## src/rtl/mcp3008_pkg.sv

```systemverilog
// Shared definitions for the MCP3008 responder and the ADC-polling master.
// Holds result/channel widths, command and frame lengths, the responder
// state encoding and the decoded command payload.
package mcp3008_pkg;

  localparam int unsigned N          = 10;  // result width
  localparam int unsigned CHANNELS   = 8;   // fixed by the 3 channel bits
  localparam int unsigned CHAN_W     = 3;
  localparam int unsigned CMD_BITS   = 4;   // SGL, D2, D1, D0
  localparam int unsigned FRAME_BITS = 24;  // standard 3-byte frame
  localparam int unsigned LSB_BITS   = N - 1;  // trailer repeats B1..B9
  localparam int unsigned CNT_W      = 4;   // wide enough for N-1

  typedef enum logic [2:0] {
    IDLE,
    WAIT_START,
    CMD,
    SAMPLE,
    NULL,
    MSB,
    LSB,
    ZERO
  } state_t;

  // Decoded command: SGL/DIFF select followed by D2..D0.
  typedef struct packed {
    logic              sgl;
    logic [CHAN_W-1:0] chan;
  } cmd_t;

endpackage

```

## src/rtl/mcp3008_result_sel.sv

```systemverilog
// Conversion result selection for the MCP3008 responder.
// Single-ended: returns chan_data[chan].
// Pseudo-differential: IN+ is chan_data[chan], IN- the other member of the
// pair chan[2:1]; returns IN+ - IN-, clamped to 0 when IN- exceeds IN+.
// Ports:
//   chan_data  value presented per channel
//   sgl        1 = single-ended, 0 = pseudo-differential
//   chan       D2..D0 from the command
//   result     selected / subtracted N-bit value (combinational)
module mcp3008_result_sel
  import mcp3008_pkg::*;
(
  input  logic [CHANNELS-1:0][N-1:0] chan_data,
  input  logic                       sgl,
  input  logic [CHAN_W-1:0]          chan,
  output logic [N-1:0]               result
);

  logic [CHAN_W-1:0] neg_idx;
  logic [N-1:0]      in_pos;
  logic [N-1:0]      in_neg;

  // IN+ is always the addressed channel; IN- is its pair partner.
  always_comb begin
    neg_idx = {chan[CHAN_W-1:1], ~chan[0]};
    in_pos  = chan_data[chan];
    in_neg  = chan_data[neg_idx];
    result  = '0;
    if (sgl) begin
      result = in_pos;
    end else if (in_pos >= in_neg) begin
      result = in_pos - in_neg;
    end
  end

endmodule

```

## src/rtl/mcp3008_responder.sv

```systemverilog
// SPI responder emulating an MCP3008 8-channel 10-bit ADC. Decodes the
// command on DIN (sampled on rising SCLK) and returns the value from
// chan_data on DOUT (updated on falling SCLK): null bit, B9..B0, then the
// B1..B9 trailer, then zeros while CS_n stays low.
// Ports:
//   SCLK         SPI clock from the master, the only clock
//   reset_n      asynchronous active-low reset
//   CS_n         chip select, active-low
//   DIN          command data from the master
//   chan_data    value presented per channel
//   DOUT         result data to the master
//   DOUT_oe      DOUT drive enable (= ~CS_n, combinational)
//   conv_done    one-SCLK pulse when a sample is latched
//   last_sgl     SGL/DIFF bit of the last accepted command
//   last_chan    D2..D0 of the last accepted command
//   last_result  value latched by the last conversion
module mcp3008_responder
  import mcp3008_pkg::*;
(
  input  logic                       SCLK,
  input  logic                       reset_n,
  input  logic                       CS_n,
  input  logic                       DIN,
  input  logic [CHANNELS-1:0][N-1:0] chan_data,
  output logic                       DOUT,
  output logic                       DOUT_oe,
  output logic                       conv_done,
  output logic                       last_sgl,
  output logic [CHAN_W-1:0]          last_chan,
  output logic [N-1:0]               last_result
);

  state_t            state;
  state_t            state_d;
  logic [CNT_W-1:0]  bit_cnt;
  logic [CNT_W-1:0]  bit_cnt_d;
  cmd_t              cmd_reg;
  cmd_t              cmd_d;
  logic [N-1:0]      shift_reg;
  logic [N-1:0]      shift_d;
  logic              conv_done_d;
  logic              last_sgl_d;
  logic [CHAN_W-1:0] last_chan_d;
  logic [N-1:0]      last_result_d;
  logic [N-1:0]      sel_result;
  logic [CNT_W-1:0]  msb_idx;
  logic [CNT_W-1:0]  lsb_idx;
  logic              dout_d;

  // Output driver is released as soon as the master deselects us.
  assign DOUT_oe = ~CS_n;

  mcp3008_result_sel u_result_sel (
    .chan_data (chan_data),
    .sgl       (cmd_reg.sgl),
    .chan      (cmd_reg.chan),
    .result    (sel_result)
  );

  // State register.
  always_ff @(posedge SCLK or negedge reset_n) begin
    if (!reset_n) begin
      state <= IDLE;
    end else begin
      state <= state_d;
    end
  end

  // Rising-edge datapath registers.
  always_ff @(posedge SCLK or negedge reset_n) begin
    if (!reset_n) begin
      bit_cnt     <= '0;
      cmd_reg     <= '0;
      shift_reg   <= '0;
      conv_done   <= 1'b0;
      last_sgl    <= 1'b0;
      last_chan   <= '0;
      last_result <= '0;
    end else begin
      bit_cnt     <= bit_cnt_d;
      cmd_reg     <= cmd_d;
      shift_reg   <= shift_d;
      conv_done   <= conv_done_d;
      last_sgl    <= last_sgl_d;
      last_chan   <= last_chan_d;
      last_result <= last_result_d;
    end
  end

  // Next-state and rising-edge datapath decode.
  always_comb begin
    state_d       = state;
    bit_cnt_d     = bit_cnt;
    cmd_d         = cmd_reg;
    shift_d       = shift_reg;
    conv_done_d   = 1'b0;
    last_sgl_d    = last_sgl;
    last_chan_d   = last_chan;
    last_result_d = last_result;

    if (CS_n) begin
      // Deselect aborts whatever is in flight.
      state_d   = IDLE;
      bit_cnt_d = '0;
    end else begin
      unique case (state)
        // The selecting edge is already a start-bit candidate.
        IDLE, WAIT_START: begin
          state_d = WAIT_START;
          if (DIN) begin
            state_d   = CMD;
            bit_cnt_d = '0;
          end
        end
        CMD: begin
          cmd_d = cmd_t'({cmd_reg.chan, DIN});
          if (bit_cnt == CNT_W'(CMD_BITS - 1)) begin
            state_d   = SAMPLE;
            bit_cnt_d = '0;
          end else begin
            bit_cnt_d = bit_cnt + CNT_W'(1);
          end
        end
        SAMPLE: begin
          shift_d       = sel_result;
          last_result_d = sel_result;
          last_sgl_d    = cmd_reg.sgl;
          last_chan_d   = cmd_reg.chan;
          conv_done_d   = 1'b1;
          state_d       = NULL;
        end
        NULL: begin
          state_d   = MSB;
          bit_cnt_d = '0;
        end
        MSB: begin
          if (bit_cnt == CNT_W'(N - 1)) begin
            state_d   = LSB;
            bit_cnt_d = '0;
          end else begin
            bit_cnt_d = bit_cnt + CNT_W'(1);
          end
        end
        LSB: begin
          if (bit_cnt == CNT_W'(LSB_BITS - 1)) begin
            state_d   = ZERO;
            bit_cnt_d = '0;
          end else begin
            bit_cnt_d = bit_cnt + CNT_W'(1);
          end
        end
        ZERO: begin
          state_d = ZERO;
        end
        default: begin
          state_d   = IDLE;
          bit_cnt_d = '0;
        end
      endcase
    end
  end

  // Bit presented on the next falling edge: B9..B0 in MSB, B1..B9 in LSB.
  always_comb begin
    msb_idx = CNT_W'(N - 1) - bit_cnt;
    lsb_idx = bit_cnt + CNT_W'(1);
    dout_d  = 1'b0;
    case (state)
      MSB:     dout_d = shift_reg[msb_idx];
      LSB:     dout_d = shift_reg[lsb_idx];
      default: dout_d = 1'b0;
    endcase
  end

  // DOUT changes only on falling SCLK so the master samples it stable.
  always_ff @(negedge SCLK or negedge reset_n) begin
    if (!reset_n) begin
      DOUT <= 1'b0;
    end else begin
      DOUT <= dout_d;
    end
  end

endmodule

```

## config.mk

```make
export PLATFORM = sky130hd
export DESIGN_NAME = mcp3008_responder
export DESIGN_NICKNAME = d
export VERILOG_FILES = /design/src/rtl/mcp3008_pkg.sv /design/src/rtl/mcp3008_result_sel.sv /design/src/rtl/mcp3008_responder.sv
export SDC_FILE = /design/constraint.sdc
export NUM_CORES = 1
export LEC_CHECK = 0
export ABC_AREA = 1
export CORE_ASPECT_RATIO = 0.75
export CORE_MARGIN = 2
export CORE_UTILIZATION = 50
export CTS_CLUSTER_SIZE = 8
export DETAILED_ROUTE_END_ITERATION = 8
export MAX_ROUTING_LAYER = met4
export PLACE_DENSITY = 0.83
export SLEW_MARGIN = 20
export SYNTH_ARGS = -nofsm -noshare
export SYNTH_HDL_FRONTEND = slang
export SYNTH_SLANG_ARGS = --single-unit
export TNS_END_PERCENT = 30
```

## constraint.sdc

```tcl
create_clock -name SCLK -period 2.74 [get_ports SCLK]
set_input_delay 0.274 -clock SCLK [delete_from_list [all_inputs] [get_ports SCLK]]
set_output_delay 0.274 -clock SCLK [all_outputs]
set_load 0.01 [all_outputs]
```

==> metrics.md <==
| Metric | Value |
|---|---|
| Status | `finished, violations left` |
| Failing checks | `setup timing` |
| Fin. max-slew vios | `0` |
| CP Launch Type | `register` |
| Mean post-synth cell area | `5.86 sq um` |
| Root Buffer | `clkbuf_8` |
| Yosys warning count | `0` |
| CTS tree | `done` |
| Final WL | `12.7 mm` |
| CP required | `1.51 ns` |
| Area growth syn-to-layout | `44.4%` |
| WL/cell | `15.4 microns` |
| Ys async rst share | `100%` |
| Worst reg2reg setup slack | `-0.02 ns` |
| Vias in the first global route | `4177` |
| Die extent in x | `102 microns` |
| First-pass GRT wire length | `18.6 mm` |
| DR iter-0 viols | `378` |
| Detail Placement HPWL | `8.90 mm` |
| Final setup viols | `1` |
| RSZ-0062 raised after global routing | `yes` |
| Drt drc | `0` |
| Synthesized area | `3620 sq um` |
| Max transition margin | `70.1%` |
| NumNets Final | `827` |
| Worst-Margin Slew | `0.445 ns` |
| P per Cell Area | `1260 nW/um^2` |
| Most frequent cells in the layout | `nand2_1, clkdlybuf4s50_1, inv_1` |
| Core area | `6900 sq um` |
| R2r worst-path depth | `10` |
| Die Y-Extent | `77.7 microns` |
| Grt ovf | `0` |
| Setup WS post-layout | `-0.0179 ns` |
| Worst reg2reg path endpoint | `DOUT$_DFF_NN0_` |
| First drt pass iteration count | `5` |
| Gr usage total | `29.3%` |
| Routability congestion estimate from global placement | `0.988` |
| Cells after synthesis | `618` |
| Final instance area | `5230 sq um` |
| Setup Skew | `0.0175 ns` |
| Total number of vias | `4616` |
| Largest net degree at the start of global routing | `82` |
| Critical-path top delay cell | `dfrtp_2` |
| Worst min path class | `in -> async` |
| Post-route ant nets | `0` |
| Worst vdd ir | `1.09 mV` |
| Most repeated library cell on the critical path | `nand2_1` |
| Max FFs per register | `10` |
| Synthesized Nets | `717` |
| Share of layout cells above drive strength 1 | `12.7%` |
| Worst r2r src | `bit_cnt[0]$_DFFE_PN0P_` |
| Port-buffer cells | `100` |
| Max Buffers Root-to-Sink | `2` |
| CTS Sinks | `27` |
| P_leak | `2.43 nW` |
| CTS buffer count | `3` |
| FP Rows | `26` |
| Initial Utilization | `52.5%` |
| Via density | `5.60` |
| Max-cap violations | `0` |
| EDFF count, synth | `0` |
| CP Data Arrival Time | `1.53 ns` |
| Hold-fix buffers, CTS | `0` |
| Setup TNS | `-0.0179 ns` |
| Most used DFF post-synth | `dfrtp_1` |
| Commonest non-fill, non-tap cell in the layout | `nand2_1` |
| Critical Path Sink Type | `register` |
| Die area | `7940 sq um` |
| Worst-path cell chain | `inv_4, buf_4, o21ai_4, nand2_1, nand3_1, nand2_1, nand2_1, nand2_1, nand2_1, nand2_1` |
| Fin. Hold Viols | `0` |
| Initial antenna violation count | `0` |
| IO Count | `101` |
| Synth cell types | `42` |
| Post-synthesis register bit count | `27` |
| Number of diodes | `0` |
| Max incr delay on CP | `0.48 ns` |
| Crit Path Max Fanout | `8` |
| CTS H-tree depth | `1` |
| Worst skew pair latency | `0.28 ns` |
| DP Area | `4770 sq um` |
| WS Path Type | `reg -> reg` |
| Buf/Inv on CP | `2` |
| Pwr Total | `6.57 mW` |
| Top delay family on crit path | `flip-flops` |
| Sequential cell area fraction in the yosys report | `18.7%` |
| Clk slew on worst S/H paths | `0.10 ns` |
## final cells by class
type	instances	area [sq um]
Multi-Input combinational cell	459	2590
Fill cell	545	1670
Timing Repair Buffer	134	1370
Sequential cell	27	683
Inverter	101	398
Tap cell	98	123
Clock buffer	3	41.3
Timing Repair inverter	2	17.5
Clock inverter	1	7.51
## how the worst max path moves through the flow
stage	start	to	slack (ns)	depth (start not counted)
floorplan	bit_cnt[0]$_DFFE_PN0P_	DOUT$_DFF_NN0_	0.04	9
global placement	bit_cnt[0]$_DFFE_PN0P_	DOUT$_DFF_NN0_	-0.06	7
detailed placement	bit_cnt[0]$_DFFE_PN0P_	DOUT$_DFF_NN0_	-0.14	7
CTS	bit_cnt[0]$_DFFE_PN0P_	DOUT$_DFF_NN0_	-0.03	8
global route	bit_cnt[0]$_DFFE_PN0P_	DOUT$_DFF_NN0_	-0.12	10
finish	bit_cnt[0]$_DFFE_PN0P_	DOUT$_DFF_NN0_	-0.02	10
## where the power goes
part / switching (mW) / internal, mW
clock: 0.133 / 0.103
combinational: 3.32 / 2.39
sequential: 0.114 / 0.515
## Yosys cell counts, types with 2 or more instances
cell / count / area share (%)
inv_1: 96 / 10
o21ai_1: 11 / 1.5
clkbuf_1: 2 / 0.21
a21oi_1: 53 / 7.3
buf_4: 6 / 1.2
o22ai_1: 4 / 0.69
nor2_1: 27 / 2.8
nand3_1: 62 / 8.6
nand4_1: 8 / 1.4
xor2_1: 3 / 0.73
a31oi_1: 2 / 0.35
buf_1: 2 / 0.21
nand2_1: 153 / 16
buf_2: 15 / 2.1
dfrtp_1: 26 / 18
and2_1: 8 / 1.4
xnor2_1: 2 / 0.48
o21ai_0: 71 / 9.8
a21oi_2: 2 / 0.48
inv_2: 2 / 0.21
ha_1: 14 / 4.8
buf_6: 6 / 1.9
o211ai_1: 24 / 5.0
## per-stage QoR
step / utilization, % / cells / hold WS (ns) / setup slack, ns
final: 75.8 / 825 / 0.390 / -0.0179
after global routing: 75.8 / 825 / 0.455 / -0.124
after CTS: 70.0 / 809 / 0.409 / -0.0318
after detailed placement: 69.2 / 805 / 0.478 / -0.141
after global placement: 69.2 / 805 / 0.465 / -0.0642
after floorplan: - / 618 / -0.0216 / 0.0430
## logic make-up (layout without fill, tap and decap cells)
kind of cell / count (synthesis) / in the layout / synth area share, %
DFF: 27 / 27 / 18.7
buffers and inverters: 132 / 241 / 16.2
AOI/OAI and AO/OA: 170 / 170 / 25.9
xor gates and xnor gates: 5 / 5 / 1.21
adders and majority gates: 15 / 15 / 5.39
and+or+nand+nor: 269 / 269 / 32.7
## repair_timing
action                     in CTS  in global routing
pin swaps                       1                  6
gates resized for setup         6                 55
cloned                          0                  7
setup endpoints to repair       2                 11
setup buffers                   0                  9
## per-layer routing
| metal | vias to the layer above | GRT usage [%] | share of wire [%] |
|---|---|---|---|
| met5 | - | - | 0 |
| met4 | 0 | 5.73 | 2.2 |
| met3 | 28 | 3.42 | 8.9 |
| met2 | 240 | 50.1 | 47 |
| met1 | 2090 | 37.6 | 42 |
| li1 | 2258 | - | - |
(Power assumes the default switching activity.)
